--- src/rtl/usermem_responder_pkg.sv ---
// Shared address map and control/status bit positions for the user-memory responder.
// The CPU control unit imports this package as well, so both sides decode the same offsets.
package usermem_responder_pkg;

  localparam logic [7:0] IO_BASE_DEFAULT = 8'hF0;

  localparam logic [7:0] OFF_RELOAD   = 8'd0;
  localparam logic [7:0] OFF_COUNT    = 8'd1;
  localparam logic [7:0] OFF_CTRL     = 8'd2;
  localparam logic [7:0] OFF_STATUS   = 8'd3;
  localparam logic [7:0] OFF_GPIO_OUT = 8'd4;
  localparam logic [7:0] OFF_GPIO_IN  = 8'd5;
  localparam logic [7:0] OFF_PRESCALE = 8'd6;

  localparam int CTRL_W      = 3;
  localparam int CTRL_EN     = 0;
  localparam int CTRL_IRQ_EN = 1;
  localparam int CTRL_AUTO   = 2;
  localparam int STATUS_PEND = 0;

endpackage

--- src/rtl/usermem_timer.sv ---
// Prescaled down-counter with reload, one-shot/auto-reload modes and a pending-interrupt flag.
// The top decodes addresses; this block only sees per-register write strobes.
module usermem_timer
  import usermem_responder_pkg::*;
(
  input  logic              clk,
  input  logic              reset,
  input  logic [7:0]        wdata,
  input  logic              wr_reload,
  input  logic              wr_ctrl,
  input  logic              wr_status,
  input  logic              wr_prescale,
  output logic [7:0]        reload,
  output logic [7:0]        count,
  output logic [7:0]        prescale,
  output logic [CTRL_W-1:0] ctrl,
  output logic              pend,
  output logic              interrupt
);

  logic [7:0]        reload_q, reload_d;
  logic [7:0]        count_q, count_d;
  logic [7:0]        prescale_q, prescale_d;
  logic [7:0]        pcnt_q, pcnt_d;
  logic [CTRL_W-1:0] ctrl_q, ctrl_d;
  logic              pend_q, pend_d;
  logic              irq_q, irq_d;
  logic              en, tick, expire;

  always_comb begin
    en     = ctrl_q[CTRL_EN];
    tick   = en && (pcnt_q == prescale_q);
    // A RELOAD write consumes the tick, so it can never also expire.
    expire = tick && !wr_reload && (count_q <= 8'd1);

    pcnt_d = pcnt_q;
    if (en) pcnt_d = tick ? 8'd0 : pcnt_q + 8'd1;
    if (wr_ctrl && !en && wdata[CTRL_EN]) pcnt_d = 8'd0;

    reload_d   = wr_reload ? wdata : reload_q;
    prescale_d = wr_prescale ? wdata : prescale_q;

    count_d = count_q;
    if (wr_reload)                count_d = wdata;
    else if (tick && !expire)     count_d = count_q - 8'd1;
    else if (expire)              count_d = ctrl_q[CTRL_AUTO] ? reload_q : 8'd0;

    ctrl_d = ctrl_q;
    if (expire && !ctrl_q[CTRL_AUTO]) ctrl_d[CTRL_EN] = 1'b0;
    if (wr_ctrl) ctrl_d = wdata[CTRL_W-1:0];

    // Set wins over a same-cycle write-1-to-clear.
    pend_d = (pend_q && !(wr_status && wdata[STATUS_PEND])) || expire;
    irq_d  = pend_d && ctrl_d[CTRL_IRQ_EN];
  end

  always_ff @(posedge clk or posedge reset) begin
    if (reset) begin
      reload_q   <= 8'd0;
      count_q    <= 8'd0;
      prescale_q <= 8'd0;
      pcnt_q     <= 8'd0;
      ctrl_q     <= '0;
      pend_q     <= 1'b0;
      irq_q      <= 1'b0;
    end else begin
      reload_q   <= reload_d;
      count_q    <= count_d;
      prescale_q <= prescale_d;
      pcnt_q     <= pcnt_d;
      ctrl_q     <= ctrl_d;
      pend_q     <= pend_d;
      irq_q      <= irq_d;
    end
  end

  assign reload    = reload_q;
  assign count     = count_q;
  assign prescale  = prescale_q;
  assign ctrl      = ctrl_q;
  assign pend      = pend_q;
  assign interrupt = irq_q;

endmodule

--- src/rtl/usermem_responder.sv ---
// User-memory responder: RAM below IO_BASE, timer/GPIO registers above it, zero-wait-state reads.
// Address decode, RAM, GPIO and the read mux live here; the timer is in usermem_timer.
module usermem_responder
  import usermem_responder_pkg::*;
#(
  parameter logic [7:0] IO_BASE = IO_BASE_DEFAULT
) (
  input  logic       clk,
  input  logic       reset,
  input  logic [7:0] usermem_address,
  input  logic [7:0] usermem_data_out,
  input  logic       rw,
  output logic [7:0] usermem_data_in,
  output logic       interrupt,
  input  logic [7:0] gpio_in,
  output logic [7:0] gpio_out
);

  logic [7:0] ram_q [0:IO_BASE-1];

  logic [7:0]        io_off;
  logic              is_io, ram_we, io_we;
  logic              wr_reload, wr_ctrl, wr_status, wr_prescale, wr_gpio_out;
  logic [7:0]        gpio_sync1_q, gpio_sync1_d, gpio_sync2_q, gpio_sync2_d;
  logic [7:0]        gpio_out_q, gpio_out_d;
  logic [7:0]        t_reload, t_count, t_prescale;
  logic [CTRL_W-1:0] t_ctrl;
  logic              t_pend;

  always_comb begin
    is_io       = (usermem_address >= IO_BASE);
    io_off      = usermem_address - IO_BASE;
    ram_we      = rw && !is_io;
    io_we       = rw && is_io;
    wr_reload   = io_we && (io_off == OFF_RELOAD);
    wr_ctrl     = io_we && (io_off == OFF_CTRL);
    wr_status   = io_we && (io_off == OFF_STATUS);
    wr_gpio_out = io_we && (io_off == OFF_GPIO_OUT);
    wr_prescale = io_we && (io_off == OFF_PRESCALE);

    gpio_sync1_d = gpio_in;
    gpio_sync2_d = gpio_sync1_q;
    gpio_out_d   = wr_gpio_out ? usermem_data_out : gpio_out_q;
  end

  // RAM has no reset: contents survive a reset and are undefined until written.
  always_ff @(posedge clk) begin
    if (ram_we) ram_q[usermem_address] <= usermem_data_out;
  end

  always_ff @(posedge clk or posedge reset) begin
    if (reset) begin
      gpio_sync1_q <= 8'd0;
      gpio_sync2_q <= 8'd0;
      gpio_out_q   <= 8'd0;
    end else begin
      gpio_sync1_q <= gpio_sync1_d;
      gpio_sync2_q <= gpio_sync2_d;
      gpio_out_q   <= gpio_out_d;
    end
  end

  usermem_timer u_timer (
    .clk         (clk),
    .reset       (reset),
    .wdata       (usermem_data_out),
    .wr_reload   (wr_reload),
    .wr_ctrl     (wr_ctrl),
    .wr_status   (wr_status),
    .wr_prescale (wr_prescale),
    .reload      (t_reload),
    .count       (t_count),
    .prescale    (t_prescale),
    .ctrl        (t_ctrl),
    .pend        (t_pend),
    .interrupt   (interrupt)
  );

  always_comb begin
    usermem_data_in = 8'd0;
    if (!is_io) begin
      usermem_data_in = ram_q[usermem_address];
    end else begin
      case (io_off)
        OFF_RELOAD:   usermem_data_in = t_reload;
        OFF_COUNT:    usermem_data_in = t_count;
        OFF_CTRL:     usermem_data_in = {{(8-CTRL_W){1'b0}}, t_ctrl};
        OFF_STATUS:   usermem_data_in = {7'd0, t_pend};
        OFF_GPIO_OUT: usermem_data_in = gpio_out_q;
        OFF_GPIO_IN:  usermem_data_in = gpio_sync2_q;
        OFF_PRESCALE: usermem_data_in = t_prescale;
        default:      usermem_data_in = 8'd0;
      endcase
    end
  end

  assign gpio_out = gpio_out_q;

endmodule
--- config.mk ---
export PLATFORM = sky130hd
export DESIGN_NAME = usermem_responder
export DESIGN_NICKNAME = d
export VERILOG_FILES = /design/src/rtl/usermem_responder_pkg.sv /design/src/rtl/usermem_timer.sv /design/src/rtl/usermem_responder.sv
export SDC_FILE = /design/constraint.sdc
export NUM_CORES = 2
export LEC_CHECK = 0
export CAP_MARGIN = 0
export CORE_MARGIN = 1.5
export CORE_UTILIZATION = 40
export DETAILED_ROUTE_END_ITERATION = 12
export PLACE_DENSITY_LB_ADDON = 0.05
export SETUP_SLACK_MARGIN = 0.1
export SYNTH_ARGS = -nofsm -noshare
export SYNTH_HDL_FRONTEND = slang
export SYNTH_SLANG_ARGS = --single-unit
--- constraint.sdc ---
create_clock -name clk -period 5.03 [get_ports clk]
set_clock_uncertainty 0.15 [all_clocks]
set_input_delay 1.2575 -clock clk [delete_from_list [all_inputs] [get_ports clk]]
set_output_delay 1.2575 -clock clk [all_outputs]
set_load 0.005 [all_outputs]
==> results.json <==
{
  "dpl.hpwl_um": 143000,
  "clock-sinks": 1981,
  "ys_dominant_reg_cell": "edfxtp_1",
  "holdBufCountCts": 0,
  "p_switching_uw": 7760,
  "grt_pass1_wl_um": 315000,
  "gr-total-overflow": 0,
  "pwr-share-seq_pct": 51.2,
  "critPathLaunchType": "input port",
  "root_buffer": "clkbuf_16",
  "vias": 40684,
  "mappedNetlistArea_um2": 76900,
  "drt_wl_total_um": 222000,
  "vias_per_cell": 5.61,
  "die_y_um": 441,
  "grt_max_degree": 138,
  "yosysTopAreaCell": "edfxtp_1",
  "portBuffers": 43,
  "tightest_slew_ps": 1170,
  "htreeDepth": 4,
  "power.share.clock_pct": 42.4,
  "power.density_nw_per_um2": 378,
  "setup_viol": 8,
  "yosys-top-cells-area": "edfxtp_1 (75%), mux4_2 (13%), dfrtp_1 (2.0%)",
  "layout_common_cells": "edfxtp_1 (1920), buf_4 (685), mux4_2 (457), nor2_1 (303), clkbuf_16 (211)",
  "clk_pin_slew_ps": 60,
  "yosysWarnings": 0,
  "setup-tns-final_ps": -2460,
  "clk_path_buf_depth": 3,
  "drtPass1Iterations": 7,
  "violations": "negative setup slack",
  "synthCells": 3719,
  "power.leakage_uw": 0.0312,
  "synth_seq_area_share_pct": 77.0,
  "timing.fmax_mhz": 185,
  "die-area_um2": 195000,
  "drc_errors": 0,
  "ys_types": 62,
  "stdcell_count": 7257,
  "synth_seq_cells": 1981,
  "synth.avg_cell_area_um2": 20.7,
  "routedWlPerCell_um": 30.6,
  "crit_fanout": 7,
  "worstSkewPairLatency_ps": 830,
  "hold_path_class": "register to register",
  "synth_edf_count": 1920,
  "ir_worst_vdd_mv": 0.289,
  "dp_worst_setup_slack_ps": -1460,
  "max-cap-violations": 0,
  "holdWs_ps": 201,
  "core-area_um2": 191000,
  "die_w_um": 441,
  "gp_congestion": 0.847,
  "drive_gt1_share_pct": 37.5,
  "switching_share_pct": 21.8,
  "required_ps": 3620,
  "path_class": "input port to output port",
  "drt_iter0_markers": 3992,
  "row_count": 160,
  "antenna_found_initial": 9,
  "internal-power_uw": 27900,
  "rsz0062_at_grt": "true",
  "syn-num-nets": 3749,
  "status": "finished, violations left",
  "setup_slack_ps": -379,
  "hold_viol_final": 0,
  "first_global_vias": 42240,
  "worst_ep_arrival_time_ps": 4000,
  "fill_cells": 15508,
  "grt_usage_pct": 22.9,
  "final_common_cell": "edfxtp_1",
  "comb_power_share_pct": 6.4,
  "syn_to_final_growth_pct": 22.9,
  "synth_top_area_share_pct": 75.0,
  "final_nets": 4596,
  "cts_made_buffers": 207,
  "cts_tree": "yes",
  "dp_cells": 6761,
  "ys_async_sr_fraction_pct": 3.08,
  "relSlewSlack_pct": 22.3,
  "fin_crit_sh_pct": 108,
  "cp-end-kind": "output port",
  "final_max_slew_viol_count": 0,
  "fin_crit_ps": 5410,
  "pin_count": 44,
  "final_antenna_net_count": 0,
  "initial_utilization_pct": 40.4
}
-- worst max-delay path, cell delays in order --
cell and delay [ps]:
buf_16 150, buf_16 160, buf_4 110, mux4_2 500, mux2i_1 200, nor2_1 110
nor4_4 340, buf_4 170, nand4_1 140, a21oi_4 280, buf_6 160, o221ai_4 110
buf_6 150, buf_6 100
-- synth_stat cells (12+ instances only) --
cell / count
nand2_1: 131
buf_6: 16
mux4_2: 457
edfxtp_1: 1920
nand4_1: 18
o221ai_1: 17
buf_4: 35
buf_1: 12
o22ai_1: 78
a31oi_1: 15
nor2_1: 312
nor2b_1: 14
nand3_1: 35
clkbuf_1: 71
nor4_1: 18
a21oi_1: 43
o21ai_0: 31
mux2_2: 39
mux2i_1: 70
a22oi_1: 70
dfrtp_1: 61
buf_2: 81
-- logic make-up after synthesis --
group,count (synthesis),synth area share (%)
simple gates,599,3.43
mux,566,14.9
buf+inv,221,1.54
flops,1981,77.0
compound gates,338,3.05
xor+xnor,11,0.125
fa+ha+maj,3,0.0488
-- layout make-up --
| type | instances | area [µm²] | share of cell area (%) |
|---|---|---|---|
| inverters | 6 | 22.5 | 0.0238 |
| clock inverters | 130 | 1240 | 1.31 |
| flip-flops and latches | 1981 | 59200 | 62.6 |
| clock buffers | 256 | 5480 | 5.80 |
| well taps | 2511 | 3140 | 3.32 |
| diodes | 3 | 7.51 | 0.00794 |
| multi-input cells | 1517 | 17500 | 18.5 |
| repair buffers | 853 | 7950 | 8.41 |
-- state kept, by name, indices dropped and copies added (netlist names) --
name,count
u_timer.reload,8
u_timer.ctrl,3
ram_q,1920
u_timer.interrupt,1
u_timer.count,8
u_timer.pcnt_q,8
u_timer.prescale,8
gpio_sync1_q,8
gpio_sync2_q,8
gpio_out,8
u_timer.pend,1
-- worst paths after layout --
path                                 endpoint                from  cells past startpoint  slack (ps)
max reg2reg                  u_timer.count[3]    u_timer.count[0]                     10        2430
max                        usermem_data_in[2]  usermem_address[0]                     14        -380
min                           gpio_sync2_q[1]     gpio_sync1_q[1]                      0         200
max in group asynchronous   u_timer.pcnt_q[1]               reset                      3        3140
min reg2reg                   gpio_sync2_q[1]     gpio_sync1_q[1]                      0         200
min in group asynchronous     gpio_sync1_q[4]               reset                      2         780
-- per-stage QoR --
step	total power [µW]	area [µm²]	utilization (%)
6_report	35700	94500	49.6
5_1_grt	36700	94500	49.6
4_1_cts	36000	94100	49.4
3_5_place_dp	20700	85400	44.8
3_3_place_gp	20600	85400	44.8
2_1_floorplan	19500	76900	-
-- power groups by stage --
stage | registers, µW | logic [µW] | clock network, µW
after floorplan | 18600 | 933 | 0
after global placement | 18600 | 2030 | 0
after detailed placement | 18600 | 2060 | 0
after CTS | 18300 | 2270 | 15500
after global routing | 18300 | 2400 | 16100
final | 18300 | 2270 | 15100
-- repair_timing --
action                     CTS  global route
gates cloned                 8             0
pin swaps                   59            20
setup buffers               71            28
gates resized for setup    269            24
setup endpoints to repair    8             8
-- metal layers --
layer	track usage, %	vias to the layer above	share of wire (%)
met1	32.0	21818	43
met2	37.1	1377	48
met4	6.70	2	2.8
li1	-	17200	-
met5	0	-	0.0058
met3	3.83	287	6.0
(Power assumes the default switching activity.)
